## src/rtl/alu_result_pipe_mux.sv

```systemverilog
// ALU result selector registered behind a valid/ready handshake with a 2-entry skid buffer.
// Optional per-entry parity output is enabled with ALU_RESULT_PIPE_PARITY_EN.
module alu_result_pipe_mux #(
    parameter int WIDTH   = 32,
    parameter int NSRC    = 8,
    parameter int SELW    = 3,
    parameter int SLT_IDX = 1
) (
    input  logic                  clk,
    input  logic                  reset,
    input  logic                  flush,
    input  logic                  in_valid,
    output logic                  in_ready,
    input  logic [SELW-1:0]       alu_index,
    input  logic                  ifslt,
    input  logic [NSRC*WIDTH-1:0] src_data,
    output logic                  out_valid,
    input  logic                  out_ready,
    output logic [WIDTH-1:0]      result,
    output logic                  zero,
`ifdef ALU_RESULT_PIPE_PARITY_EN
    output logic                  parity,
`endif
    output logic                  sel_err
);

    // Handshake: a word moves on any rising edge where valid and ready are both high;
    // the producer holds data while valid && !ready, the consumer sees stable data likewise.

    typedef enum logic [1:0] {
        EMPTY = 2'd0,
        ONE   = 2'd1,
        TWO   = 2'd2
    } state_t;

    typedef struct packed {
        logic [WIDTH-1:0] value;
        logic             zero;
`ifdef ALU_RESULT_PIPE_PARITY_EN
        logic             parity;
`endif
        logic             err;
    } entry_t;

    state_t           state;
    entry_t           m_entry;
    entry_t           s_entry;
    entry_t           in_entry;
    logic [WIDTH-1:0] sel_value;
    logic             sel_bad;
    logic             accept;
    logic             release_w;

    always_comb begin
        sel_value = '0;
        sel_bad   = 1'b0;
        if (ifslt) begin
            sel_value = src_data[SLT_IDX*WIDTH +: WIDTH];
        end else if (int'(alu_index) < NSRC) begin
            for (int k = 0; k < NSRC; k++) begin
                if (int'(alu_index) == k) sel_value = src_data[k*WIDTH +: WIDTH];
            end
        end else begin
            sel_bad = 1'b1;
        end
    end

    always_comb begin
        in_entry       = '0;
        in_entry.value = sel_value;
        in_entry.zero  = (sel_value == '0);
`ifdef ALU_RESULT_PIPE_PARITY_EN
        in_entry.parity = ^sel_value;
`endif
        in_entry.err   = sel_bad;
    end

    assign in_ready  = (state != TWO) && !reset;
    assign out_valid = (state != EMPTY);
    assign accept    = in_valid && in_ready;
    assign release_w = out_valid && out_ready;

    always_ff @(posedge clk or posedge reset) begin
        if (reset) begin
            state   <= EMPTY;
            m_entry <= '0;
            s_entry <= '0;
        end else if (flush) begin
            state <= EMPTY;
        end else begin
            case (state)
                EMPTY: begin
                    if (accept) begin
                        m_entry <= in_entry;
                        state   <= ONE;
                    end
                end
                ONE: begin
                    if (accept && release_w) begin
                        m_entry <= in_entry;
                    end else if (accept) begin
                        s_entry <= in_entry;
                        state   <= TWO;
                    end else if (release_w) begin
                        state <= EMPTY;
                    end
                end
                TWO: begin
                    if (release_w) begin
                        m_entry <= s_entry;
                        state   <= ONE;
                    end
                end
                default: state <= EMPTY;
            endcase
        end
    end

    // Outputs read as zero whenever nothing is buffered, whatever M holds.
    assign result  = out_valid ? m_entry.value : '0;
    assign zero    = out_valid ? m_entry.zero  : 1'b0;
    assign sel_err = out_valid ? m_entry.err   : 1'b0;
`ifdef ALU_RESULT_PIPE_PARITY_EN
    assign parity  = out_valid ? m_entry.parity : 1'b0;
`endif

endmodule

```

## config.mk

```make
export PLATFORM = sky130hd
export DESIGN_NAME = alu_result_pipe_mux
export DESIGN_NICKNAME = d
export VERILOG_FILES = /design/src/rtl/alu_result_pipe_mux.sv
export SDC_FILE = /design/constraint.sdc
export NUM_CORES = 1
export LEC_CHECK = 0
export BUFFER_PORTS_ARGS = -buffer_cell sky130_fd_sc_hd__buf_2
export CAP_MARGIN = 0
export CELL_PAD_IN_SITES_DETAIL_PLACEMENT = 0
export CELL_PAD_IN_SITES_GLOBAL_PLACEMENT = 1
export CORE_ASPECT_RATIO = 0.9
export CORE_MARGIN = 3
export CORE_UTILIZATION = 25
export CTS_BUF_LIST = sky130_fd_sc_hd__clkbuf_16
export DETAILED_ROUTE_END_ITERATION = 6
export GPL_TIMING_DRIVEN = 0
export PLACE_DENSITY = 0.65
export SLEW_MARGIN = 20
export SYNTH_ARGS = -nofsm -noshare
export SYNTH_HDL_FRONTEND = slang
export SYNTH_SLANG_ARGS = --single-unit
```

## constraint.sdc

```tcl
create_clock -name clk -period 3 [get_ports clk]
set_clock_uncertainty 0.1 [all_clocks]
set_input_delay 0.9 -clock clk [delete_from_list [all_inputs] [get_ports clk]]
set_output_delay 0.9 -clock clk [all_outputs]
set_load 0.005 [all_outputs]
```

# Word level (Yosys, flattened, before mapping)
# Cells that the tools add are included.
# W data, S select, Z words.
totals:
  reg_bits: 69
  in_bits: 265
  elab_cells: 61
  output_inout_bits: 36
classes:
  bitwise_logic: 2
  n_eq_ne: 17
  n_mux: 23
  n_reduce_logical: 13
op_table:
  columns: ["cell", "n"]
  rows:
  - ["$mux W32", 10]
  - ["$mux W34", 3]
  - ["$pmux W34 S3", 1]
  - ["$logic_not A32 Y1", 1]
  - ["$eq A3 B3 Y1 const B", 4]
  - ["$mux W2", 6]
  - ["$ne A3 B3 Y1 const B", 3]
  - ["$ne A2 B2 Y1 const B", 4]
  - ["$reduce_and A4 Y1", 2]
  - ["$eq A3 B2 Y1 const B", 2]
  - ["$pmux W2 S3", 1]
  - ["$reduce_and A5 Y1", 1]
  - ["$logic_and A1 B1 Y1", 4]
  - ["$ne A4 B4 Y1 const B", 1]
  - ["$eq A3 B1 Y1 const B", 1]
  - ["$logic_not A3 Y1", 1]
  - ["$reduce_bool A3 Y1", 1]
  - ["$eq A2 B1 Y1 const B", 1]
  - ["$eq A2 B2 Y1 const B", 1]
  - ["$logic_not A2 Y1", 1]
  - ["$mux W1", 2]
  - ["$not A1 Y1", 2]
  - ["$reduce_bool A2 Y1", 1]
  - ["$logic_not A1 Y1", 1]

# Depth between registers and ports, before layout
depth:
  word_depth: 13
  mapped_depth: 12
  depth_no_buf: 8

# Worst setup path before layout
# OpenSTA, ideal clock, no wires.
synth_timing:
  kind: "input to register"
  start: "input reset"
  end: "register m_entry[10] (netlist bit)"
  path_buffers: 2
  setup_ps: 135
  slack_ps: -846
  stages: 9
  t_required_ps: 2765
  arrival_time_ps: 3612
  cell_sequence: "inv_1 > nand2_1 > nor3_1 > a31oi_1 > or2_0 > clkbuf_1 > clkbuf_1 > nand2_1 > o21ai_0"
synth_between:
  elab_chain_cells: 6
  elab_cells_between_ends: 7
  classes_between: "eq/ne: 2; reduce/logical: 5"
synth_lines:
  columns: ["item", "line_no", "text"]
  rows:
  - ["start, declared", "10", "input logic reset,"]
  - ["$logic_not A1 Y1 (no source line) (*)", null, null]
  - ["$logic_and A1 B1 Y1 (*)", "78", "assign in_ready = (state != TWO) && !reset;"]
  - ["$logic_and A1 B1 Y1 (*)", "80", "assign accept = in_valid && in_ready;"]
  - ["$logic_and A1 B1 Y1", "99", "if (accept && release_w) begin"]
  - ["$ne A2 B2 Y1 (no source line)", null, null]
  - ["$reduce_and A5 Y1 (no source line) (*)", null, null]
  - ["end signal, assigned", "94", "m_entry <= in_entry;"]
  - ["end signal, assigned", "100", "m_entry <= in_entry;"]
  - ["end signal, assigned", "110", "m_entry <= s_entry;"]
  - ["end, declared", "46", "entry_t m_entry;"]
# Mark *: on every way between the ends. The rest lies on a longest branch, timed or not.
# A chain may end at the register's enable or synchronous reset.

# Worst setup path after layout
layout_timing:
  start: "input alu_index[1]"
  end: "register s_entry[1] (netlist bit)"
layout_between:
  elab_chain_cells: 11
  elab_cells_between_ends: 18
  classes_between: "eq/ne: 7; mux: 9; reduce/logical: 2"
layout_lines:
  columns: ["item", "line_no", "text"]
  rows:
  - ["start, declared", "14", "input logic [SELW-1:0] alu_index,"]
  - ["$logic_not A3 Y1", "61", "if (int'(alu_index) == k) sel_value = src_data[k*WIDTH +: WIDTH];"]
  - ["$mux W32 (7 in a row)", "61", null]
  - ["$mux W32 (*)", "61", null]
  - ["$mux W32 (*)", "57", "if (ifslt) begin"]
  - ["$logic_not A32 Y1 (*)", "71", "in_entry.zero = (sel_value == '0);"]
  - ["end signal, assigned", "102", "s_entry <= in_entry;"]
  - ["end, declared", "47", "entry_t s_entry;"]
# Marked as above.

==> impl_metrics.py <==
metrics = {
    "pwr": {
        "power.internal_uw": 2401,
        "power_switching_uw": 1237,
        "combPwrFrac_pct": 37.3,
        "power_density_mw_per_mm2": 380.0,
        "power_frac_clock_pct": 29.7,
        "p_total_uw": 3638,
        "swShare_pct": 33.99,
        "leakage_uw": 0.004507,
        "peakVddDrop_mv": 0.2373,
        "pwr-share-seq_pct": 33.0,
    },
    "logic_synthesis": {
        "ys_seq_area_share_pct": 27.69,
        "synth_seq_cells": 68,
        "synth_nets": 1058,
        "synth_top_flop_cell": "dfrtp_1",
        "synthArstFlopShare_pct": 100.0,
        "syn-instance-count": 793,
        "yosys_warnings": 0,
        "synthTopCellsByArea": "dfrtp_1, o21ai_0, mux2i_1, a21oi_1, nor2b_1",
        "syn_area_per_cell_um2": 7.750,
        "syn_area_mm2": 0.006146,
        "yosysUniqueCellTypes": 66,
        "yosysTopAreaCell": "dfrtp_1",
        "synth_edf_count": 0,
        "netlist.area_leader.share_pct": 27.69,
    },
    "worst_setup_path": {
        "crit_fanout": 6,
        "critPathMaxStageDelay_ns": 0.43,
        "path_common_cell": "buf_8",
        "cp.arrival_ns": 3.29,
        "worstSetupStartpointType": "primary input",
        "cp_top_family": "simple AND/OR/NAND/NOR gates",
        "crit_chain": "buf_8 -> buf_8 -> buf_12 -> buf_8 -> mux2_2 -> a21oi_2 -> o22ai_1 -> a22oi_2 -> nand4_1 -> or3_4 -> nor4_4 -> mux2_4",
        "cp_num_buf_inv": 4,
        "cp.required_ns": 3.17,
        "critPathSlowestCell": "or3_4",
        "criticalPathCategory": "in2reg",
        "crit_path_end_kind": "register",
    },
    "sta": {
        "fmaxAchievable_mhz": 320.3,
        "post-route-min-period_ns": 3.122,
        "slew_headroom_pct": 49.29,
        "rsz0062_at_grt": "true",
        "slew_viol_final": 0,
        "fin_ws_ns": -0.1217,
        "tightest_slew_ns": 0.7527,
        "finalCritPeriodShare_pct": 104.1,
        "setup_viol_count_final": 2,
        "hold_violations": 0,
    },
    "detailed_routing": {
        "ant_nets": 0,
        "vias": 7838,
        "wire_per_inst_um": 23.37,
        "routed_wl_mm": 34.06,
        "drc": 0,
        "firstDrtPassIters": 5,
        "vias_per_cell": 5.380,
        "drt-initial-drc-count": 597,
    },
    "floorplan": {
        "initial_core_util_pct": 25.89,
        "fp.dieH_um": 154.7,
        "num_rows": 53,
        "pin_count": 301,
        "core_mm2": 0.02374,
        "die_x_um": 171.3,
        "dieArea_mm2": 0.02650,
    },
    "global_route": {
        "grt-ovfl-total": 0,
        "grt_pass1_wl_mm": 49.30,
        "grt_start_max_net_pins": 31,
        "antenna_found_initial": 6,
        "grt_pass1_vias": 7941,
        "grt_usage_pct": 24.64,
    },
    "cts": {
        "clockRootBuffer": "clkbuf_16",
        "clock-sinks": 68,
        "h-tree-depth": 3,
        "cts_max_path_buffers": 2,
        "worstSkewPairLatency_ns": 0.33,
        "cts_tree": "done",
        "clkTransAtPathRegs_ns": 0.06,
        "cts_buffers": 9,
    },
    "placement": {
        "io_buffers": 299,
        "dp_slack_ns": -1.155,
        "routabilityCongestion": 0.9187,
        "placed_cell_area_mm2": 0.008112,
        "dp_hpwl_mm": 27.13,
    },
    "final_layout": {
        "stdcell_area_mm2": 0.009574,
        "multi_input_area_mm2": 0.004457,
        "area_growth_pct": 55.78,
        "drive_gt1_share_pct": 46.31,
        "n_fill_cell": 2601,
        "seq_area_mm2": 0.001702,
        "nNetsFinal": 1411,
    },
    "run_status": {
        "violations": "negative setup slack",
        "outcome": "finished, violations left",
    },
    "job": {
        "drv_cap": 0,
    },
    "min_path": {
        "min_path_type": "reg2reg",
    },
}
==> synthesized netlist by cell type (all sizes together), types with 13 or more instances <==
| library cell | number |
|---|---|
| nand2 | 84 |
| o21ai | 83 |
| nor2 | 75 |
| dfrtp | 68 |
| a21oi | 66 |
| nor2b | 51 |
| buf | 42 |
| mux2 | 37 |
| mux2i | 34 |
| clkbuf | 32 |
| a31oi | 28 |
| nand2b | 22 |
| inv | 18 |
| o22ai | 17 |
| a22oi | 14 |
| o221ai | 13 |
==> cells by family after synthesis <==
group / share of synthesized area [%]
DFF: 27.69
buffers and inverters: 7.512
other: 0.06102
muxes: 13.66
AOI/OAI and AO/OA: 29.28
and+or+nand+nor: 21.80
==> layout make-up <==
cell class,instances,area share (%)
Antenna cell,4,0.1045
Buffer,72,6.926
Clock buffer,9,2.352
Clock inverter,7,0.7841
Inverter,18,0.8233
Multi-Input combinational cell,633,46.55
Sequential cell,68,17.77
Tap cell,302,3.947
Timing Repair Buffer,344,20.74
==> power by group through the flow <==
stage	clock (uW)	combinational, uW	sequential [uW]
2_1_floorplan	0	645	1180
3_5_place_dp	0	1130	1220
3_3_place_gp	0	1110	1210
6_report	1080	1360	1200
5_1_grt	1130	1470	1220
4_1_cts	1090	1250	1200
==> tightest hold or removal path, delay by kind of cell, from the launching register on <==
| kind | cells | cell delay (ns) |
|---|---|---|
| flip-flops | 1 | 0.34 |
| AND/OR/NAND/NOR | 1 | 0.04 |
| AO/OA/AOI/OAI | 1 | 0.06 |
==> registers in the layout, summed over array words and instances, names as in the netlist <==
register,flops
m_entry,33
state,2
s_entry,33
==> final timing paths <==
check	start	to	slack (ns)	cells after the start
setup / recovery	alu_index[1]	s_entry[1]	-0.12	12
hold / removal	m_entry[28]	m_entry[28]	0.38	2
setup reg to reg	state[0]	s_entry[7]	0.59	6
hold reg to reg	m_entry[28]	m_entry[28]	0.38	2
max in group asynchronous	reset	s_entry[20]	1.59	4
min in group asynchronous	reset	m_entry[22]	0.52	2
==> timing repair <==
item / CTS / global route
pin swaps: 15 / 34
buffers inserted: 22 / 19
endpoints found under the setup margin: 41 / 24
resized for setup: 114 / 69
hold buffers: 0 / 0
gates cloned: 2 / 1
==> layout by cell type (no fill, tap or decap), types with 6 or more instances in the layout <==
cell	n
inv_1	14
dfrtp_1	68
mux2_2	23
o21ai_1	14
a221oi_1	8
clkbuf_4	6
nand3_1	6
a21oi_1	60
a2bb2oi_1	6
nand2_1	83
mux2_4	9
o22ai_2	9
clkbuf_1	12
a31oi_1	26
o22ai_1	8
buf_4	48
clkbuf_2	10
a22oi_2	12
nor2b_1	51
a21oi_2	6
buf_12	13
nor2_1	73
buf_8	9
nand2b_1	21
o221ai_1	9
clkinvlp_4	6
o21ai_0	65
clkbuf_16	10
mux2i_1	28
buf_2	303
==> metrics by stage <==
stage          hold WS [ns]  instances  setup TNS [ns]  util [%]
2_1_floorplan        0.3422        793          -1.117         -
3_3_place_gp         0.3590       1394          -35.52     33.97
3_5_place_dp         0.3680       1396          -15.02     34.17
4_1_cts              0.3810       1434         -0.3841     38.26
5_1_grt              0.4065       1457         -0.3319     40.33
6_report             0.3776       1457         -0.2261     40.33
==> metal layers <==
metal | vias to the layer above | routed length (um) | track usage (%)
met5 | - | 21 | 0
met4 | 4 | 1155 | 7.203
met3 | 81 | 2555 | 4.677
met2 | 398 | 15340 | 39.93
met1 | 3732 | 14980 | 33.43
li1 | 3623 | - | -
Note: power is estimated with default switching activity, not from simulation.
